## src/rtl/esfa_arbiter.sv

```systemverilog
// rtl/esfa_arbiter.sv - two-requester command arbiter in front of the ESFA cell array
//
// Purpose: waits for the cell array to report an all-zero tree result
// (initialisation finished), then serves WRITE / META / QUERY commands from
// two requesters one at a time and returns a one-cycle response strobe to the
// requester that issued each command.
//
// Parameter:
//   QUERY_WAIT       cycles (1..15) the query selector is held before the tree
//                    result is sampled
// Optional build macro:
//   ESFA_ARB_RR_EN   defined: round-robin arbitration (A first after reset)
//                    undefined: fixed priority, A always wins over B
//
// Ports:
//   clk, reset_n                 clock, synchronous active-low reset
//   a_req_* / b_req_*            command inputs (valid, op, index, value, sel)
//                                and combinational ready (IDLE grant only)
//   a_rsp_* / b_rsp_*            registered response strobe, flag and data
//   arr_willWrite, arr_isMetadata,
//   arr_new_index, arr_new_value,
//   arr_metadata, arr_selector   registered cell array / combinator tree drive
//   arr_resultBool, arr_resultValue  tree result inputs
//   init_done                    array initialised, arbitration enabled
module esfa_arbiter #(
  parameter int unsigned QUERY_WAIT = 1
) (
  input  logic       clk,
  input  logic       reset_n,

  input  logic       a_req_valid,
  output logic       a_req_ready,
  input  logic [1:0] a_req_op,
  input  logic [7:0] a_req_index,
  input  logic [7:0] a_req_value,
  input  logic [7:0] a_req_sel,
  output logic       a_rsp_valid,
  output logic       a_rsp_bool,
  output logic [7:0] a_rsp_value,

  input  logic       b_req_valid,
  output logic       b_req_ready,
  input  logic [1:0] b_req_op,
  input  logic [7:0] b_req_index,
  input  logic [7:0] b_req_value,
  input  logic [7:0] b_req_sel,
  output logic       b_rsp_valid,
  output logic       b_rsp_bool,
  output logic [7:0] b_rsp_value,

  output logic       arr_willWrite,
  output logic [7:0] arr_new_index,
  output logic [7:0] arr_new_value,
  output logic [7:0] arr_metadata,
  output logic       arr_isMetadata,
  output logic [7:0] arr_selector,
  input  logic       arr_resultBool,
  input  logic [7:0] arr_resultValue,

  output logic       init_done
);

  typedef enum logic [2:0] {INIT, IDLE, ISSUE, WAIT, RESP} state_t;

  localparam logic [1:0] OP_WRITE = 2'b00;
  localparam logic [1:0] OP_META  = 2'b01;
  localparam logic [1:0] OP_QUERY = 2'b10;
  localparam logic [3:0] WAIT_LAST = 4'(QUERY_WAIT - 1);

  state_t     state_q, state_d;
  logic [1:0] op_q, op_d;
  logic       owner_b_q, owner_b_d;   // 1: command in flight belongs to B
  logic [3:0] cnt_q, cnt_d;
  logic       init_done_d;

  logic       will_write_d, is_meta_d;
  logic [7:0] new_index_d, new_value_d, metadata_d, selector_d;
  logic       a_rsp_valid_d, a_rsp_bool_d, b_rsp_valid_d, b_rsp_bool_d;
  logic [7:0] a_rsp_value_d, b_rsp_value_d;

  logic       grant_a, grant_b;
  logic [1:0] req_op;
  logic [7:0] req_index, req_value, req_sel;
  logic       load_rsp, rsp_bool_n;
  logic [7:0] rsp_value_n;

`ifdef ESFA_ARB_RR_EN
  logic prefer_b_q, prefer_b_d;       // 1: B wins the next tie

  assign grant_a = a_req_valid && (!b_req_valid || !prefer_b_q);
  assign grant_b = b_req_valid && (!a_req_valid || prefer_b_q);
`else
  assign grant_a = a_req_valid;
  assign grant_b = b_req_valid && !a_req_valid;
`endif

  // Command fields of whichever requester is being granted this cycle.
  assign req_op    = grant_b ? b_req_op    : a_req_op;
  assign req_index = grant_b ? b_req_index : a_req_index;
  assign req_value = grant_b ? b_req_value : a_req_value;
  assign req_sel   = grant_b ? b_req_sel   : a_req_sel;

  // Array-side registers are loaded at grant time so they are already valid
  // during ISSUE; they double as the latched copy of index/value/sel.
  always_comb begin
    state_d       = state_q;
    op_d          = op_q;
    owner_b_d     = owner_b_q;
    cnt_d         = cnt_q;
    init_done_d   = init_done;
    will_write_d  = 1'b0;
    is_meta_d     = 1'b0;
    new_index_d   = arr_new_index;
    new_value_d   = arr_new_value;
    metadata_d    = arr_metadata;
    selector_d    = arr_selector;
    a_rsp_valid_d = 1'b0;
    a_rsp_bool_d  = a_rsp_bool;
    a_rsp_value_d = a_rsp_value;
    b_rsp_valid_d = 1'b0;
    b_rsp_bool_d  = b_rsp_bool;
    b_rsp_value_d = b_rsp_value;
    a_req_ready   = 1'b0;
    b_req_ready   = 1'b0;
    load_rsp      = 1'b0;
    rsp_bool_n    = 1'b0;
    rsp_value_n   = 8'h00;
`ifdef ESFA_ARB_RR_EN
    prefer_b_d    = prefer_b_q;
`endif

    case (state_q)
      INIT: begin
        if (!arr_resultBool && (arr_resultValue == 8'h00)) begin
          state_d     = IDLE;
          init_done_d = 1'b1;
        end
      end

      IDLE: begin
        if (grant_a || grant_b) begin
          a_req_ready = grant_a;
          b_req_ready = grant_b;
          op_d        = req_op;
          owner_b_d   = grant_b;
          state_d     = ISSUE;
`ifdef ESFA_ARB_RR_EN
          prefer_b_d  = grant_a;
`endif
          case (req_op)
            OP_WRITE: begin
              will_write_d = 1'b1;
              new_index_d  = req_index;
              new_value_d  = req_value;
            end
            OP_META: begin
              will_write_d = 1'b1;
              is_meta_d    = 1'b1;
              metadata_d   = req_value;
            end
            OP_QUERY: selector_d = req_sel;
            default: ;  // reserved op: no array access
          endcase
        end
      end

      ISSUE: begin
        if (op_q == OP_QUERY) begin
          cnt_d   = WAIT_LAST;
          state_d = WAIT;
        end else begin
          state_d     = RESP;
          load_rsp    = 1'b1;
          rsp_bool_n  = (op_q == OP_WRITE) || (op_q == OP_META);
          rsp_value_n = 8'h00;
        end
      end

      WAIT: begin
        if (cnt_q == 4'd0) begin
          // Last WAIT cycle: the tree result is captured here.
          state_d     = RESP;
          load_rsp    = 1'b1;
          rsp_bool_n  = arr_resultBool;
          rsp_value_n = arr_resultValue;
        end else begin
          cnt_d = cnt_q - 4'd1;
        end
      end

      RESP: state_d = IDLE;

      default: state_d = INIT;
    endcase

    if (load_rsp) begin
      if (owner_b_q) begin
        b_rsp_valid_d = 1'b1;
        b_rsp_bool_d  = rsp_bool_n;
        b_rsp_value_d = rsp_value_n;
      end else begin
        a_rsp_valid_d = 1'b1;
        a_rsp_bool_d  = rsp_bool_n;
        a_rsp_value_d = rsp_value_n;
      end
    end
  end

  always_ff @(posedge clk) begin
    if (!reset_n) begin
      state_q        <= INIT;
      op_q           <= 2'b00;
      owner_b_q      <= 1'b0;
      cnt_q          <= 4'd0;
      init_done      <= 1'b0;
      arr_willWrite  <= 1'b0;
      arr_isMetadata <= 1'b0;
      arr_new_index  <= 8'h00;
      arr_new_value  <= 8'h00;
      arr_metadata   <= 8'h00;
      arr_selector   <= 8'h00;
      a_rsp_valid    <= 1'b0;
      a_rsp_bool     <= 1'b0;
      a_rsp_value    <= 8'h00;
      b_rsp_valid    <= 1'b0;
      b_rsp_bool     <= 1'b0;
      b_rsp_value    <= 8'h00;
`ifdef ESFA_ARB_RR_EN
      prefer_b_q     <= 1'b0;
`endif
    end else begin
      state_q        <= state_d;
      op_q           <= op_d;
      owner_b_q      <= owner_b_d;
      cnt_q          <= cnt_d;
      init_done      <= init_done_d;
      arr_willWrite  <= will_write_d;
      arr_isMetadata <= is_meta_d;
      arr_new_index  <= new_index_d;
      arr_new_value  <= new_value_d;
      arr_metadata   <= metadata_d;
      arr_selector   <= selector_d;
      a_rsp_valid    <= a_rsp_valid_d;
      a_rsp_bool     <= a_rsp_bool_d;
      a_rsp_value    <= a_rsp_value_d;
      b_rsp_valid    <= b_rsp_valid_d;
      b_rsp_bool     <= b_rsp_bool_d;
      b_rsp_value    <= b_rsp_value_d;
`ifdef ESFA_ARB_RR_EN
      prefer_b_q     <= prefer_b_d;
`endif
    end
  end

endmodule

```

## config.mk

```make
export PLATFORM = sky130hd
export DESIGN_NAME = esfa_arbiter
export DESIGN_NICKNAME = d
export VERILOG_FILES = /design/src/rtl/esfa_arbiter.sv
export SDC_FILE = /design/constraint.sdc
export NUM_CORES = 1
export LEC_CHECK = 0
export CAP_MARGIN = 20
export CORE_MARGIN = 3
export CORE_UTILIZATION = 38
export DETAILED_ROUTE_END_ITERATION = 6
export GPL_ROUTABILITY_DRIVEN = 0
export GPL_TIMING_DRIVEN = 0
export PLACE_DENSITY = 0.76
export RECOVER_POWER = 50
export SYNTH_ARGS = -nofsm -noshare
export SYNTH_HDL_FRONTEND = slang
export SYNTH_SLANG_ARGS = --single-unit
```

## constraint.sdc

```tcl
create_clock -name clk -period 2 [get_ports clk]
set_clock_uncertainty 0.15 [all_clocks]
set_input_delay 0.5 -clock clk [delete_from_list [all_inputs] [get_ports clk]]
set_output_delay 0.5 -clock clk [all_outputs]
set_load 0.005 [all_outputs]
```

==> results of run 1 <==
==> worst register-to-register path: stages (launching register included) <==
cell and delay, ps:
dfxtp_2 320, inv_2 70, ha_4 130, or3b_4 400, a2111o_1 520, buf_6 180
a22oi_2 130, nor2_1 60
==> final timing paths <==
kind | from | to | depth (start not counted)
worst max-delay path | cnt_q[1]$_SDFFE_PN0P_ | a_rsp_value[1]$_SDFFE_PN0P_ | 7
worst min-delay path | a_rsp_bool$_SDFFE_PN0P_ | a_rsp_bool$_SDFFE_PN0P_ | 2
worst max register to register | cnt_q[1]$_SDFFE_PN0P_ | a_rsp_value[1]$_SDFFE_PN0P_ | 7
worst min register to register | a_rsp_bool$_SDFFE_PN0P_ | a_rsp_bool$_SDFFE_PN0P_ | 2
==> timing repair <==
item,CTS,global route
setup buffers,8,4
resized for setup,45,29
cloned,1,1
pin swaps,15,9
endpoints found under the setup margin,60,47
==> state kept, by name, indices dropped and copies added (netlist names), 2 cells and up <==
| signal | flops |
|---|---|
| a_rsp_value | 8 |
| arr_metadata | 8 |
| arr_new_index | 8 |
| arr_new_value | 8 |
| arr_selector | 8 |
| b_rsp_value | 8 |
| cnt_q | 4 |
| state_q | 3 |
| op_q | 2 |
==> logic make-up after synthesis <==
kind of cell,Yosys count,share of synthesized area [%]
AND/OR/NAND/NOR,131,22.4
AO/OA/AOI/OAI,93,22.1
flip-flops,65,45.9
buffers and inverters,29,4.68
multiplexers,10,4.37
adder cells (fa/ha/maj),1,0.442
==> routing by layer <==
metal | vias up | global-route usage (%) | share of wire [%]
li1 | 1492 | - | -
met1 | 1503 | 25.6 | 40
met2 | 138 | 37.8 | 50
met3 | 19 | 7.55 | 8.5
met4 | 0 | 5.20 | 1.6
met5 | - | 0 | 0
==> area by class of cell <==
| cell class | count | area, um2 |
|---|---|---|
| Multi-Input combinational cell | 235 | 1560 |
| Fill cell | 577 | 2340 |
| Inverter | 7 | 26.3 |
| Antenna cell | 1 | 2.50 |
| Clock buffer | 11 | 131 |
| Buffer | 22 | 136 |
| Sequential cell | 65 | 1310 |
| Timing Repair Buffer | 134 | 1330 |
| Clock inverter | 5 | 56.3 |
| Tap cell | 96 | 120 |
==> metrics by stage <==
stage	std cells	worst slack [ps]
2_1_floorplan	329	15.9
3_3_place_gp	545	-1140
3_5_place_dp	545	-1180
4_1_cts	570	-138
5_1_grt	576	-136
6_report	576	-92.1
==> power breakdown <==
part / total [W] / leakage, nW / internal (W) / switching [W]
clock network: 0.00108 / 0.0933 / 0.000574 / 0.000505
logic: 0.000291 / 1.00 / 0.000159 / 0.000132
registers: 0.00129 / 0.526 / 0.00129 / 0.000000446
==> placed cells by master (no fill, tap or decap), types with 2 or more instances in the layout <==
master,count
nor3b_1,2
buf_2,4
nor2b_1,3
nor2_2,2
clkbuf_4,3
clkbuf_2,2
buf_4,13
clkinv_2,2
or3_1,3
dfxtp_2,4
nand2_1,38
nand2b_1,3
a311oi_1,17
buf_6,6
a21oi_1,43
inv_2,2
nor3_1,37
dfxtp_1,60
dlygate4sd3_1,3
clkbuf_1,10
o21ai_0,5
or2_0,2
inv_1,4
nor3_4,2
clkdlybuf4s50_1,112
a2111o_1,2
clkbuf_8,10
a22oi_2,15
nor2_1,25
mux2_2,8
==> flow_summary_export.csv, run 1 <==
group,metric,value,unit
sta,max_freq,0.478,GHz
logic_synthesis,syn-mean-instance-area,8.61,um2
final_layout,final_core_util,66.6,%
worst_setup_path,max_stage_delay,520,ps
sta,period_share,105,%
sta,drv_slew,0,
logic_synthesis,synth_area_leader_cell,"dfxtp_1",
die,row_count,30,
worst_setup_path,worst-setup-path-type,"register to register",
hold_path,worstHoldPathType,"register to register",
global_route,grt_max_degree,12,
die,die_area,8530,um2
logic_synthesis,synthTopCellsByArea,"dfxtp_1 (46%), a21oi_1 (7.6%), nor3_1 (6.7%)",
sta,hold_slack,310,ps
detailed_routing,first_pass_iters,4,
flow_run,maxCapViolCount,0,
place,port_buffers,120,
logic_synthesis,synth_edf_count,0,
logic_synthesis,synthCells,329,
power,power,0.00266,W
clocking,cts_tree,"yes",
worst_setup_path,crit_path_end_kind,"register",
logic_synthesis,synth_top_area_share,45.9,%
clocking,cts_hold_buf,0,
detailed_routing,drt_iter0_drc,181,
sta,worst_pin_slew,525,ps
logic_synthesis,seq_area_frac_synth,45.9,%
sta,hold_violations,0,
global_route,grt_pass1_wl,15000,um
detailed_routing,antenna_left,0,
power,peakVddDrop,385,uV
sta,setup_violations,17,
worst_setup_path,critPathBufInv,2,
detailed_routing,wl_per_cell,16.8,um
worst_setup_path,crit_family,"compound AO/OA/AOI/OAI gates",
worst_setup_path,worstPathRequired,2060,ps
sta,fin_crit,2090,ps
clocking,path_clk_slew,70,ps
die,core,7020,um2
worst_setup_path,path_cells,"inv_2, ha_4, or3b_4, a2111o_1, buf_6, a22oi_2, nor2_1",
clocking,insertion_delay,330,ps
place,dpl.hpwl,6520,um
global_route,antenna_found_initial,1,
status,violations,"setup timing",
logic_synthesis,ys.flop_type,"dfxtp_1",
sta,rsz0062_at_grt,"true",
worst_setup_path,critPathSlowestCell,"a2111o_1",
clocking,ctsHtreeMaxLevel,3,
clocking,cts_num_sinks,65,
worst_setup_path,cp-start-kind,"register",
worst_setup_path,crit_arrival,2150,ps
final_layout,synthToLayoutAreaGrowth,65.1,%
final_layout,drive_gt1_share,19.8,%
logic_synthesis,async_reset_ff_share,0,%
clocking,numCtsBuffers,9,
logic_synthesis,syn-num-nets,395,
logic_synthesis,yosys.cell_count.top_type,"dfxtp_1",
logic_synthesis,netlist_area,2830,um2
power,cellLeakagePower,1.62,nW
detailed_routing,vias,3152,
detailed_routing,post_drt_via_cell_ratio,5.47,
logic_synthesis,yosys-top-cells-count,"dfxtp_1 (65), a21oi_1 (43), nand2_1 (39)",
logic_synthesis,synth_cell_types,46,
die,io_pins,122,
final_layout,fin_nets,540,
power,power_density,570,nW/um2
detailed_routing,drc,0,
global_route,overflow,0,
status,status,"complete, but fails checks",
place,placed_area,4150,um2
die,floorplan.initialDensity,40.4,%
worst_setup_path,cp_max_fo,5,
clocking,clk_root_buffer_cell,"clkbuf_8",
clocking,ctsLongestPathBuffers,2,
final_layout,final_area,4680,um2
die,die_w,92.3,um
sta,finalSetupTns,-840,ps
sta,setup_slack,-92.1,ps
global_route,grt_pass1_vias,3050,
sta,slew_headroom,64.9,%
logic_synthesis,yosysWarningCount,0,
detailed_routing,wl,9690,um
die,die_y,92.3,um
worst_setup_path,reg2reg_slack,-90,ps
global_route,track_usage,21.7,%
logic_synthesis,ys_ff_latch,65,
Power figures use the tool's default switching activity.
==> run 2: changes to the inputs <==
- PLACE_DENSITY: 0.76 -> 0.78
==> run 2 against run 1 <==
The run still ends with setup timing left. Worst setup slack gained 36 ps. Die area is the same. Sequential share of layout area up 0.84 points. Total power shrank 4.8%. Final cell count decreased by 1.0%. Non-clock buffer count decreased by 6. Routed wire length fell by 7.3%. Largest power group unchanged. Highest routed layer unchanged.
==> flow_summary_export.csv, run 2 (synthesized netlist as in run 1, its figures left out) <==
group,metric,value,unit
global_route,overflow,0,
sta,rsz0062_at_grt,"true",
sta,setup_slack,-56.1,ps
worst_setup_path,rr_startpoint,"cnt_q[1]$_SDFFE_PN0P_",
worst_setup_path,crit_start,"cnt_q[1]$_SDFFE_PN0P_",
sta,setup_violations,8,
detailed_routing,drt_iter0_drc,121,
worst_setup_path,crit_arrival,2120,ps
final_layout,fin_nets,534,
die,die_y,92.3,um
global_route,grt_max_degree,13,
clocking,insertion_delay,330,ps
place,placed_area,4150,um2
detailed_routing,wl_per_cell,15.8,um
global_route,antenna_found_initial,1,
worst_setup_path,path_cells,"inv_2, ha_4, or3b_4, a2111o_1, buf_6, a22oi_2, nor2_1",
worst_setup_path,r2r_cells,7,
sta,fin_crit,2060,ps
final_layout,final_common_cell,"clkdlybuf4s50_1",
sta,hold_violations,0,
clocking,cts_num_sinks,65,
power,cellLeakagePower,1.69,nW
sta,period_share,103,%
final_layout,fillers,614,
clocking,numCtsBuffers,9,
worst_setup_path,crit_end,"b_rsp_value[6]$_SDFFE_PN0P_",
clocking,ctsHtreeMaxLevel,3,
sta,slew_headroom,58.0,%
worst_setup_path,critical_path_depth,7,
place,port_buffers,120,
worst_setup_path,cp-start-kind,"register",
final_layout,synthToLayoutAreaGrowth,60.6,%
final_layout,final_area,4550,um2
power,power_density,557,nW/um2
hold_path,worstHoldPathType,"register to register",
final_layout,most-common-layout-cells,"clkdlybuf4s50_1 (77), dfxtp_1 (60), a21oi_1 (43), nand2_1 (39), dlygate4sd3_1 (39)",
worst_setup_path,critPathBufInv,2,
place,dpl.hpwl,6540,um
detailed_routing,first_pass_iters,4,
clocking,ctsLongestPathBuffers,2,
sta,drv_slew,0,
detailed_routing,vias,2993,
global_route,grt_pass1_vias,2960,
die,io_pins,122,
final_layout,seq_area,1310,um2
clocking,path_clk_slew,80,ps
die,row_count,30,
die,floorplan.initialDensity,40.4,%
global_route,track_usage,21.1,%
worst_setup_path,worstPathRequired,2060,ps
power,power,0.00253,W
detailed_routing,wl,8990,um
clocking,clk_root_buffer_cell,"clkbuf_8",
detailed_routing,post_drt_via_cell_ratio,5.25,
worst_setup_path,cp_max_fo,5,
worst_setup_path,worst-setup-path-type,"register to register",
detailed_routing,drc,0,
worst_setup_path,crit_path_end_kind,"register",
global_route,grt_pass1_wl,14500,um
status,status,"complete, but fails checks",
worst_setup_path,crit_family,"compound AO/OA/AOI/OAI gates",
final_layout,drive_gt1_share,17.3,%
worst_setup_path,reg2reg_to,"b_rsp_value[6]$_SDFFE_PN0P_",
final_layout,multi_input_area,1530,um2
worst_setup_path,max_stage_delay,460,ps
die,die_w,92.3,um
worst_setup_path,critPathSlowestCell,"a2111o_1",
clocking,cts_tree,"yes",
die,core,7020,um2
die,die_area,8530,um2
power,peakVddDrop,389,uV
flow_run,maxCapViolCount,0,
worst_setup_path,reg2reg_slack,-60,ps
status,violations,"setup timing",
clocking,cts_hold_buf,0,
sta,worst_pin_slew,627,ps
sta,max_freq,0.486,GHz
detailed_routing,antenna_left,0,
[run 2: changes by cell type in the layout (fill, tap and decap cells not counted), sizes merged]
cell	delta
dlygate4sd3	+36
clkdlybuf4s50	-35
buf	-8
clkinvlp	+2
bufinv	-1
clkbuf	+1
clkdlybuf4s15	-1
dlygate4sd2	-1
inv	+1
[run 2: tightest hold or removal path: stages, from the launching register on]
cell	delay, ps
dfxtp_1	310
nand2_1	50
a21oi_1	50
[run 2: what timing repair did]
| action | 4_1_cts | 5_1_grt |
|---|---|---|
| hold endpoints to repair | 0 | 0 |
| pin swaps | 16 | 8 |
| resized for setup | 46 | 20 |
| buffers inserted | 6 | 1 |
| gates cloned | 1 | 0 |
| endpoints found under the setup margin | 60 | 53 |
[run 2: per-stage QoR]
stage	setup slack, ps	util (%)	hold slack [ps]	std cells	setup TNS, ps
3_5_place_dp	-1200	59.2	303	545	-26110
5_1_grt	-123	64.8	340	570	-1870
4_1_cts	-118	64.3	313	568	-1330
3_3_place_gp	-1180	59.2	299	545	-24410
6_report	-56.1	64.8	306	570	-298
2_1_floorplan	15.9	-	303	329	0
[run 2: how the worst min path moves through the flow]
stage / startpoint / end / slack [ps] / cells past startpoint
after floorplan: a_rsp_bool$_SDFFE_PN0P_ / a_rsp_bool$_SDFFE_PN0P_ / 300 / 2
after global placement: b_rsp_bool$_SDFFE_PN0P_ / b_rsp_bool$_SDFFE_PN0P_ / 300 / 2
after detailed placement: b_rsp_bool$_SDFFE_PN0P_ / b_rsp_bool$_SDFFE_PN0P_ / 300 / 2
after CTS: b_rsp_bool$_SDFFE_PN0P_ / b_rsp_bool$_SDFFE_PN0P_ / 310 / 2
after global routing: b_rsp_bool$_SDFFE_PN0P_ / b_rsp_bool$_SDFFE_PN0P_ / 340 / 2
final: b_rsp_bool$_SDFFE_PN0P_ / b_rsp_bool$_SDFFE_PN0P_ / 310 / 2
[run 2: layout make-up]
class	count	area share (%)
clock buffers	9	2.72
repair buffers	128	27.6
well taps	96	2.64
inverters	7	0.578
multi-input cells	235	33.6
flip-flops and latches	65	28.9
clock inverters	7	1.02
diodes	1	0.0550
plain buffers	22	2.92
[run 2: report_power, final]
part | internal [W] | switching, W
sequential | 0.00129 | 0.000000411
clock | 0.000446 | 0.000509
combinational | 0.000159 | 0.000129
total | 0.00190 | 0.000638
[run 2: routing by layer]
metal,wire [um],track usage [%]
met1,3920,26.1
met2,4490,36.5
met3,499,4.39
met4,73,6.68
met5,0,0
